==> config.mk <==
export PLATFORM = sky130hd
export DESIGN_NAME = decode_exec_unit
export DESIGN_NICKNAME = d
export VERILOG_FILES = /design/src/rtl/decode_exec_unit.sv
export SDC_FILE = /design/constraint.sdc
export NUM_CORES = 1
export LEC_CHECK = 0
export ABC_AREA = 0
export CAP_MARGIN = 20
export CORE_AREA = 5 5 133 135
export DETAILED_ROUTE_END_ITERATION = 6
export DIE_AREA = 0 0 138 140
export PLACE_DENSITY = 0.7
export SYNTH_ARGS = -nofsm -noshare
export SYNTH_HDL_FRONTEND = slang
export SYNTH_SLANG_ARGS = --single-unit
==> constraint.sdc <==
create_clock -name clk -period 5.1 [get_ports clk]
set_clock_uncertainty 0.2 [all_clocks]
set_input_delay 0.765 -clock clk [delete_from_list [all_inputs] [get_ports clk]]
set_output_delay 0.765 -clock clk [all_outputs]
set_load 0.05 [all_outputs]
==> src/rtl/decode_exec_unit.sv <==
// Two-stage decode/execute slice of the 16-bit CPU: stage D decodes and registers
// control fields, stage E reads the register file and registers ALU/branch/memory results.
module decode_exec_unit (
    input  logic        clk,
    input  logic        rst,
    input  logic        in_valid,
    input  logic [15:0] instr,
    output logic [2:0]  rf_addr_a,
    output logic [2:0]  rf_addr_b,
    input  logic [15:0] rf_data_a,
    input  logic [15:0] rf_data_b,
    output logic        ex_valid,
    output logic [1:0]  ex_class,
    output logic [15:0] ex_result,
    output logic [2:0]  ex_rd,
    output logic        ex_reg_write,
    output logic        ex_wb_sel,
    output logic        ex_mem_write,
    output logic [15:0] ex_store_data,
    output logic        ex_pc_write,
    output logic [15:0] ex_jump_target
);

    typedef enum logic [1:0] {
        CLS_MEM = 2'b00,
        CLS_ALU = 2'b01,
        CLS_JMP = 2'b10,
        CLS_NOP = 2'b11
    } cls_e;

    // ALU op 4'hF falls in the "result 0" range, used for classes that do not compute.
    localparam logic [3:0] OP_ADD  = 4'h0;
    localparam logic [3:0] OP_ZERO = 4'hF;

    typedef struct packed {
        logic        valid;
        cls_e        cls;
        logic [3:0]  alu_op;
        logic        use_imm;
        logic [15:0] imm;
        logic [2:0]  rd;
        logic [2:0]  rs1;
        logic [2:0]  rs2;
        logic        reg_write;
        logic        wb_sel;
        logic        mem_write;
        logic [2:0]  jump_ctrl;
    } d_stage_t;

    typedef struct packed {
        logic        valid;
        cls_e        cls;
        logic [15:0] result;
        logic [2:0]  rd;
        logic        reg_write;
        logic        wb_sel;
        logic        mem_write;
        logic [15:0] store_data;
        logic        pc_write;
        logic [15:0] jump_target;
    } e_stage_t;

    d_stage_t d_q, d_d;
    e_stage_t e_q, e_d;

    logic [15:0] alu_b;
    logic [15:0] alu_result;
    logic [4:0]  alu_ctrl;
    logic        jump_taken;

    always_comb begin
        // NOTE: every field gets a default here so no path leaves a latch behind;
        // a bubble therefore decodes to an all-zero D stage.
        d_d = '0;
        if (in_valid) begin
            d_d.valid = 1'b1;
            d_d.cls   = cls_e'(instr[15:14]);
            case (cls_e'(instr[15:14]))
                CLS_ALU: begin
                    d_d.alu_op    = instr[12:9];
                    d_d.rd        = instr[8:6];
                    d_d.reg_write = 1'b1;
                    if (instr[13]) begin
                        d_d.use_imm = 1'b1;
                        d_d.imm     = {{10{instr[5]}}, instr[5:0]};
                        d_d.rs1     = instr[8:6];
                    end else begin
                        d_d.rs1 = instr[5:3];
                        d_d.rs2 = instr[2:0];
                    end
                end
                CLS_MEM: begin
                    d_d.alu_op  = OP_ADD;
                    d_d.use_imm = 1'b1;
                    d_d.imm     = {{13{instr[2]}}, instr[2:0]};
                    d_d.rs1     = instr[5:3];
                    if (instr[13]) begin
                        d_d.rs2       = instr[8:6];
                        d_d.mem_write = 1'b1;
                    end else begin
                        d_d.rd        = instr[8:6];
                        d_d.reg_write = 1'b1;
                        d_d.wb_sel    = 1'b1;
                    end
                end
                CLS_JMP: begin
                    d_d.alu_op    = OP_ZERO;
                    d_d.jump_ctrl = instr[13:11];
                    d_d.rs1       = instr[5:3];
                    d_d.rs2       = instr[2:0];
                end
                default: d_d.alu_op = OP_ZERO;
            endcase
        end
    end

    assign rf_addr_a = d_q.rs1;
    assign rf_addr_b = d_q.rs2;

    assign alu_b    = d_q.use_imm ? d_q.imm : rf_data_b;
    assign alu_ctrl = {1'b0, d_q.alu_op};

    always_comb begin
        alu_result = '0;
        case (alu_ctrl)
            5'd0:    alu_result = rf_data_a + alu_b;
            5'd1:    alu_result = rf_data_a - alu_b;
            5'd2:    alu_result = rf_data_a & alu_b;
            5'd3:    alu_result = rf_data_a | alu_b;
            5'd4:    alu_result = rf_data_a ^ alu_b;
            5'd5:    alu_result = ~rf_data_a;
            5'd6:    alu_result = rf_data_a << alu_b[3:0];
            5'd7:    alu_result = rf_data_a >> alu_b[3:0];
            5'd8:    alu_result = $signed(rf_data_a) >>> alu_b[3:0];
            5'd9:    alu_result = {15'b0, $signed(rf_data_a) < $signed(alu_b)};
            5'd10:   alu_result = {15'b0, rf_data_a < alu_b};
            5'd11:   alu_result = alu_b;
            default: alu_result = '0;
        endcase
    end

    // Jump test value is rs1, interpreted as signed.
    always_comb begin
        jump_taken = 1'b0;
        case (d_q.jump_ctrl)
            3'd0: jump_taken = 1'b0;
            3'd1: jump_taken = 1'b1;
            3'd2: jump_taken = (rf_data_a == 16'd0);
            3'd3: jump_taken = (rf_data_a != 16'd0);
            3'd4: jump_taken = rf_data_a[15];
            3'd5: jump_taken = !rf_data_a[15] && (rf_data_a != 16'd0);
            3'd6: jump_taken = !rf_data_a[15];
            3'd7: jump_taken = rf_data_a[15] || (rf_data_a == 16'd0);
            default: jump_taken = 1'b0;
        endcase
    end

    always_comb begin
        e_d = '0;
        if (d_q.valid) begin
            e_d.valid       = 1'b1;
            e_d.cls         = d_q.cls;
            e_d.result      = alu_result;
            e_d.rd          = d_q.rd;
            e_d.reg_write   = d_q.reg_write;
            e_d.wb_sel      = d_q.wb_sel;
            e_d.mem_write   = d_q.mem_write;
            e_d.store_data  = rf_data_b;
            e_d.pc_write    = (d_q.cls == CLS_JMP) && jump_taken;
            e_d.jump_target = rf_data_b;
        end
    end

    // NOTE: state registers use non-blocking assignments so both stages update
    // from the same pre-edge values, which is what makes this a two-stage pipe.
    always_ff @(posedge clk or posedge rst) begin
        if (rst) begin
            d_q <= '0;
            e_q <= '0;
        end else begin
            d_q <= d_d;
            e_q <= e_d;
        end
    end

    assign ex_valid       = e_q.valid;
    assign ex_class       = e_q.cls;
    assign ex_result      = e_q.result;
    assign ex_rd          = e_q.rd;
    assign ex_reg_write   = e_q.reg_write;
    assign ex_wb_sel      = e_q.wb_sel;
    assign ex_mem_write   = e_q.mem_write;
    assign ex_store_data  = e_q.store_data;
    assign ex_pc_write    = e_q.pc_write;
    assign ex_jump_target = e_q.jump_target;

endmodule

### Word-level counts from Yosys, hierarchy flattened

Index checks and enable logic that the tools add are counted.

* register bits after elaboration: 97
* input port bits: 51
* output and inout port bits: 64
* logic and storage cells: 81

* add/subtract/negate cells: 2
* magnitude comparators: 2
* equal/unequal tests: 21
* shift operators: 3
* mux-type cells: 18
* bitwise gates (word level): 4
* reductions and logical operators: 9

Operators by type and width (count)
* case mux 16 bit (12 select lines): 1
* 2-to-1 mux 58 bit: 1
* case mux 20 bit (2 select lines): 1
* 2-to-1 mux 39 bit: 1
* < comparator 16 bit: 2
* case mux 6 bit (3 select lines): 1
* 2-to-1 mux 17 bit: 1
* adder 16 bit: 1
* AND 16 bit: 1
* == test 4 x 3 -> 1 bit (second input constant): 4
* == test 4 bit (second input constant): 4
* zero test 16 bit: 1
* 2-to-1 mux 16 bit: 1
* inverter 16 bit: 1
* OR 16 bit: 1
* nonzero test 16 bit: 1
* left shift 16 x 4 -> 16 bit: 1
* right shift 16 x 4 -> 16 bit: 1
* >>> shifter 16 x 4 -> 16 bit: 1
* subtractor 16 bit: 1
* XOR 16 bit: 1
* 2-to-1 mux 3 bit: 5
* == test 3 bit (second input constant): 4
* == test 4 x 2 -> 1 bit (second input constant): 2
* other kinds (16): 20

### Logic depth before layout (Yosys ltp)

* depth after elaboration: 5
* mapped depth: 15
* mapped depth without buffers: 12

### Worst setup path before layout

OpenSTA, ideal clock, no wires.

* kind: input to register
* start: in rf_data_b[0]
* end: reg e_q (netlist bit ex_result[14])
* setup time: 0.082 ns
* data arrival time: 3.446 ns
* data required time: 4.818 ns
* path slack: 1.372 ns
* stages on the path: 14
* buffers on the path: 2
* cells stage by stage: mux2i_4 > inv_4 > buf_6 > clkbuf_1 > ha_1 > inv_1 > fa_1 > nor2b_1 > o311ai_1 > a21oi_1 > a2111o_1 > xnor2_1 > nand2_1 > a31oi_1

RTL lines
* from (decl): RTL line 11 `input logic [15:0] rf_data_b,`
* to (signal assigned): RTL line 179 `e_q <= '0;`
* to (signal assigned): RTL line 182 `e_q <= e_d;`
* to (decl): RTL line 64 `e_stage_t e_q, e_d;`

==> results.cfg <==
[global_route]
grt_use_met1 = 0.396
use_met2 = 0.442
grt_overflow = 0
grtUsageMet3 = 0.0682
antenna_found_initial = 0
grt_max_degree = 55
track_usage = 0.290
top_usage_layer = met2
grt_pass1_vias = 7494
grt_pass1_wl_mm = 44.5

[critical_path]
cp-startpoint = d_q[31]
ff2ff_path_depth = 11
reg2reg_to = ex_result[15]
worstSetupPathType = register to register
startpoint_type = register
reg2reg_from = d_q[31]
cp-endpoint = ex_result[15]
worst-endpoint-required_ns = 5.08
arrival_ns = 4.08
rrSetupSlack_ns = 1.00
worst_setup_path_end_kind = register
path_max_fanout = 12

[placed_design]
dp_slack_ns = 0.848
place_congestion = 1.05
hpwl_mm = 21.5
numPortBuffers = 114
postPlaceCellArea_um2 = 8660

[timing]
setup_viol = 0
relSlewSlack = 0.345
fmax_mhz = 244
tightest_slew_ns = 0.980
finalHoldViolations = 0
drv_slew = 0
rsz0062_at_grt = false
setup_tns_ns = 0
timing.final.crit_period_ns = 4.10
setup_ws_ns = 1.00
finalCritPeriodShare = 0.803

[yosys]
synth.most_common_cell = nand2_1
synth_cells = 964
async_flop_share = 1.00
synthTopCellsByArea = dfrtp_1, ha_1, mux2i_1
yosysTopAreaCell = dfrtp_1
yosys_warnings = 0
yosysTopAreaCellShare = 0.236
syn-cell-area_um2 = 7540
synth_seq_cells = 71
yosysSeqAreaShare = 0.236
synth_edf_count = 0
syn_avg_cell_area_um2 = 7.82
ys_types = 79
syn-num-nets = 1072
synth_common_cells = nand2_1, a21oi_1, dfrtp_1, nor2_1, ha_1
synth_flop_cell = dfrtp_1

[cts]
cts_max_level = 3
worstSkewPairLatency_ns = 0.36
cts_tree = yes
cts_root_buf = clkbuf_16
cts.sinks = 71
hold_buffers = 0
cts_buffer_depth = 2
clk_pin_slew_ns = 0.08
post-cts-setup-buffers = 0
cts_resized = 0
cts_buffers = 9

[die]
start_util = 0.461
die-area_um2 = 19300
io_pins = 115
die_w_um = 138
core_area_um2 = 16300
num_rows = 47
fp.dieH_um = 140

[finish]
final_nets = 1125
final_area_um2 = 9040
post-route-util = 0.553
area.growth.synth_to_final_pct = 19.9
layout-drive-gt1-share = 0.0705
n_antenna_cell = 0
fill_cells = 1573

[power]
p_leak_nw = 3.94
power_density_nw_per_um2 = 262
ir_drop_mv = 0.177

[drt]
drt-pass1-iter-count = 5
wl_mm = 28.9
vias = 7844
first_iter_violations = 1031
vias_per_cell = 6.32
antenna_left = 0
drc = 0
wl_per_cell_um = 23.3

[job]
drv_cap = 0

[status]
status = completed

[worst_hold_path]
worst_hold_path_type = register to register
-- through the flow --
stage / power, W / hold slack (ns) / instances
after global placement: 0.00157 / 0.206 / 1225
after detailed placement: 0.00157 / 0.226 / 1225
final: 0.00237 / 0.229 / 1242
after CTS: 0.00236 / 0.234 / 1241
after global routing: 0.00247 / 0.242 / 1242
after floorplan: 0.00127 / 0.152 / 964
-- placed cells by master, fill, tap and decap left out, types with 35 or more instances in the layout --
cell type        synthesis  routed
ha_1                    55      55
a21oi_1                 81      81
nand2_1                101     101
and2_1                  39      39
clkdlybuf4s50_1          0     114
dfrtp_1                 71      71
o21ai_0                 35      35
inv_1                   48      47
mux2i_1                 49      48
nor2_1                  66      66
-- cell type report --
cell class / count / area (um2) / share of cell area
clock inverter: 7 / 128 / 0.0141
inverter: 52 / 199 / 0.0220
multi-input combinational: 745 / 5100 / 0.564
tap: 220 / 275 / 0.0304
sequential: 71 / 1780 / 0.196
timing repair buffer: 138 / 1340 / 0.148
clock buffer: 9 / 225 / 0.0249
-- kinds of logic (layout without fill, tap and decap cells) --
| kind of cell | after synthesis | count (layout) | synth area share |
|---|---|---|---|
| simple gates | 332 | 332 | 0.218 |
| compound gates | 280 | 280 | 0.249 |
| buf+inv | 148 | 206 | 0.0919 |
| flops | 71 | 71 | 0.236 |
| mux | 59 | 59 | 0.0893 |
| fa+ha+maj | 57 | 57 | 0.0966 |
| xor+xnor | 17 | 17 | 0.0197 |
-- report_power, final --
part	total, W	internal, W	switching, W
logic	0.000965	0.000341	0.000623
clock network	0.000785	0.000487	0.000298
registers	0.000622	0.000598	0.0000232
total	0.00237	0.00143	0.000944
-- registers in the layout (all words and copies together) (netlist names) --
signal          cells
ex_reg_write        1
d_q                19
ex_pc_write         1
ex_wb_sel           1
ex_rd               3
ex_mem_write        1
ex_jump_target     16
ex_class            2
ex_valid            1
rf_addr_b           3
ex_result          16
rf_addr_a           3
alu_ctrl            4
-- per-layer routing --
metal,up-vias,wire [um]
met2,508,12900
li1,3554,-
met3,79,2930
met4,0,1200
met5,-,0
met1,3703,11900
-- how the worst min path moves through the flow --
stage             from     endpoint  slack, ns  cells after the start
2_1_floorplan  d_q[38]     ex_valid       0.15                      0
3_3_place_gp   d_q[36]  ex_pc_write       0.21                      1
3_5_place_dp   d_q[36]  ex_pc_write       0.23                      1
4_1_cts        d_q[36]  ex_pc_write       0.23                      1
5_1_grt        d_q[36]  ex_pc_write       0.24                      1
6_report       d_q[36]  ex_pc_write       0.23                      1
-- worst max-delay path, stage by stage (launching register included) --
cell,delay (ns)
dfrtp_1,0.69
and2_1,0.48
a21o_1,0.26
inv_1,0.10
ha_1,0.59
nor2b_1,0.14
a211oi_2,0.30
a21oi_1,0.10
or3_1,0.41
a221oi_1,0.31
mux2i_1,0.22
a31oi_1,0.10
No activity file was read; power rests on OpenSTA's default activity.
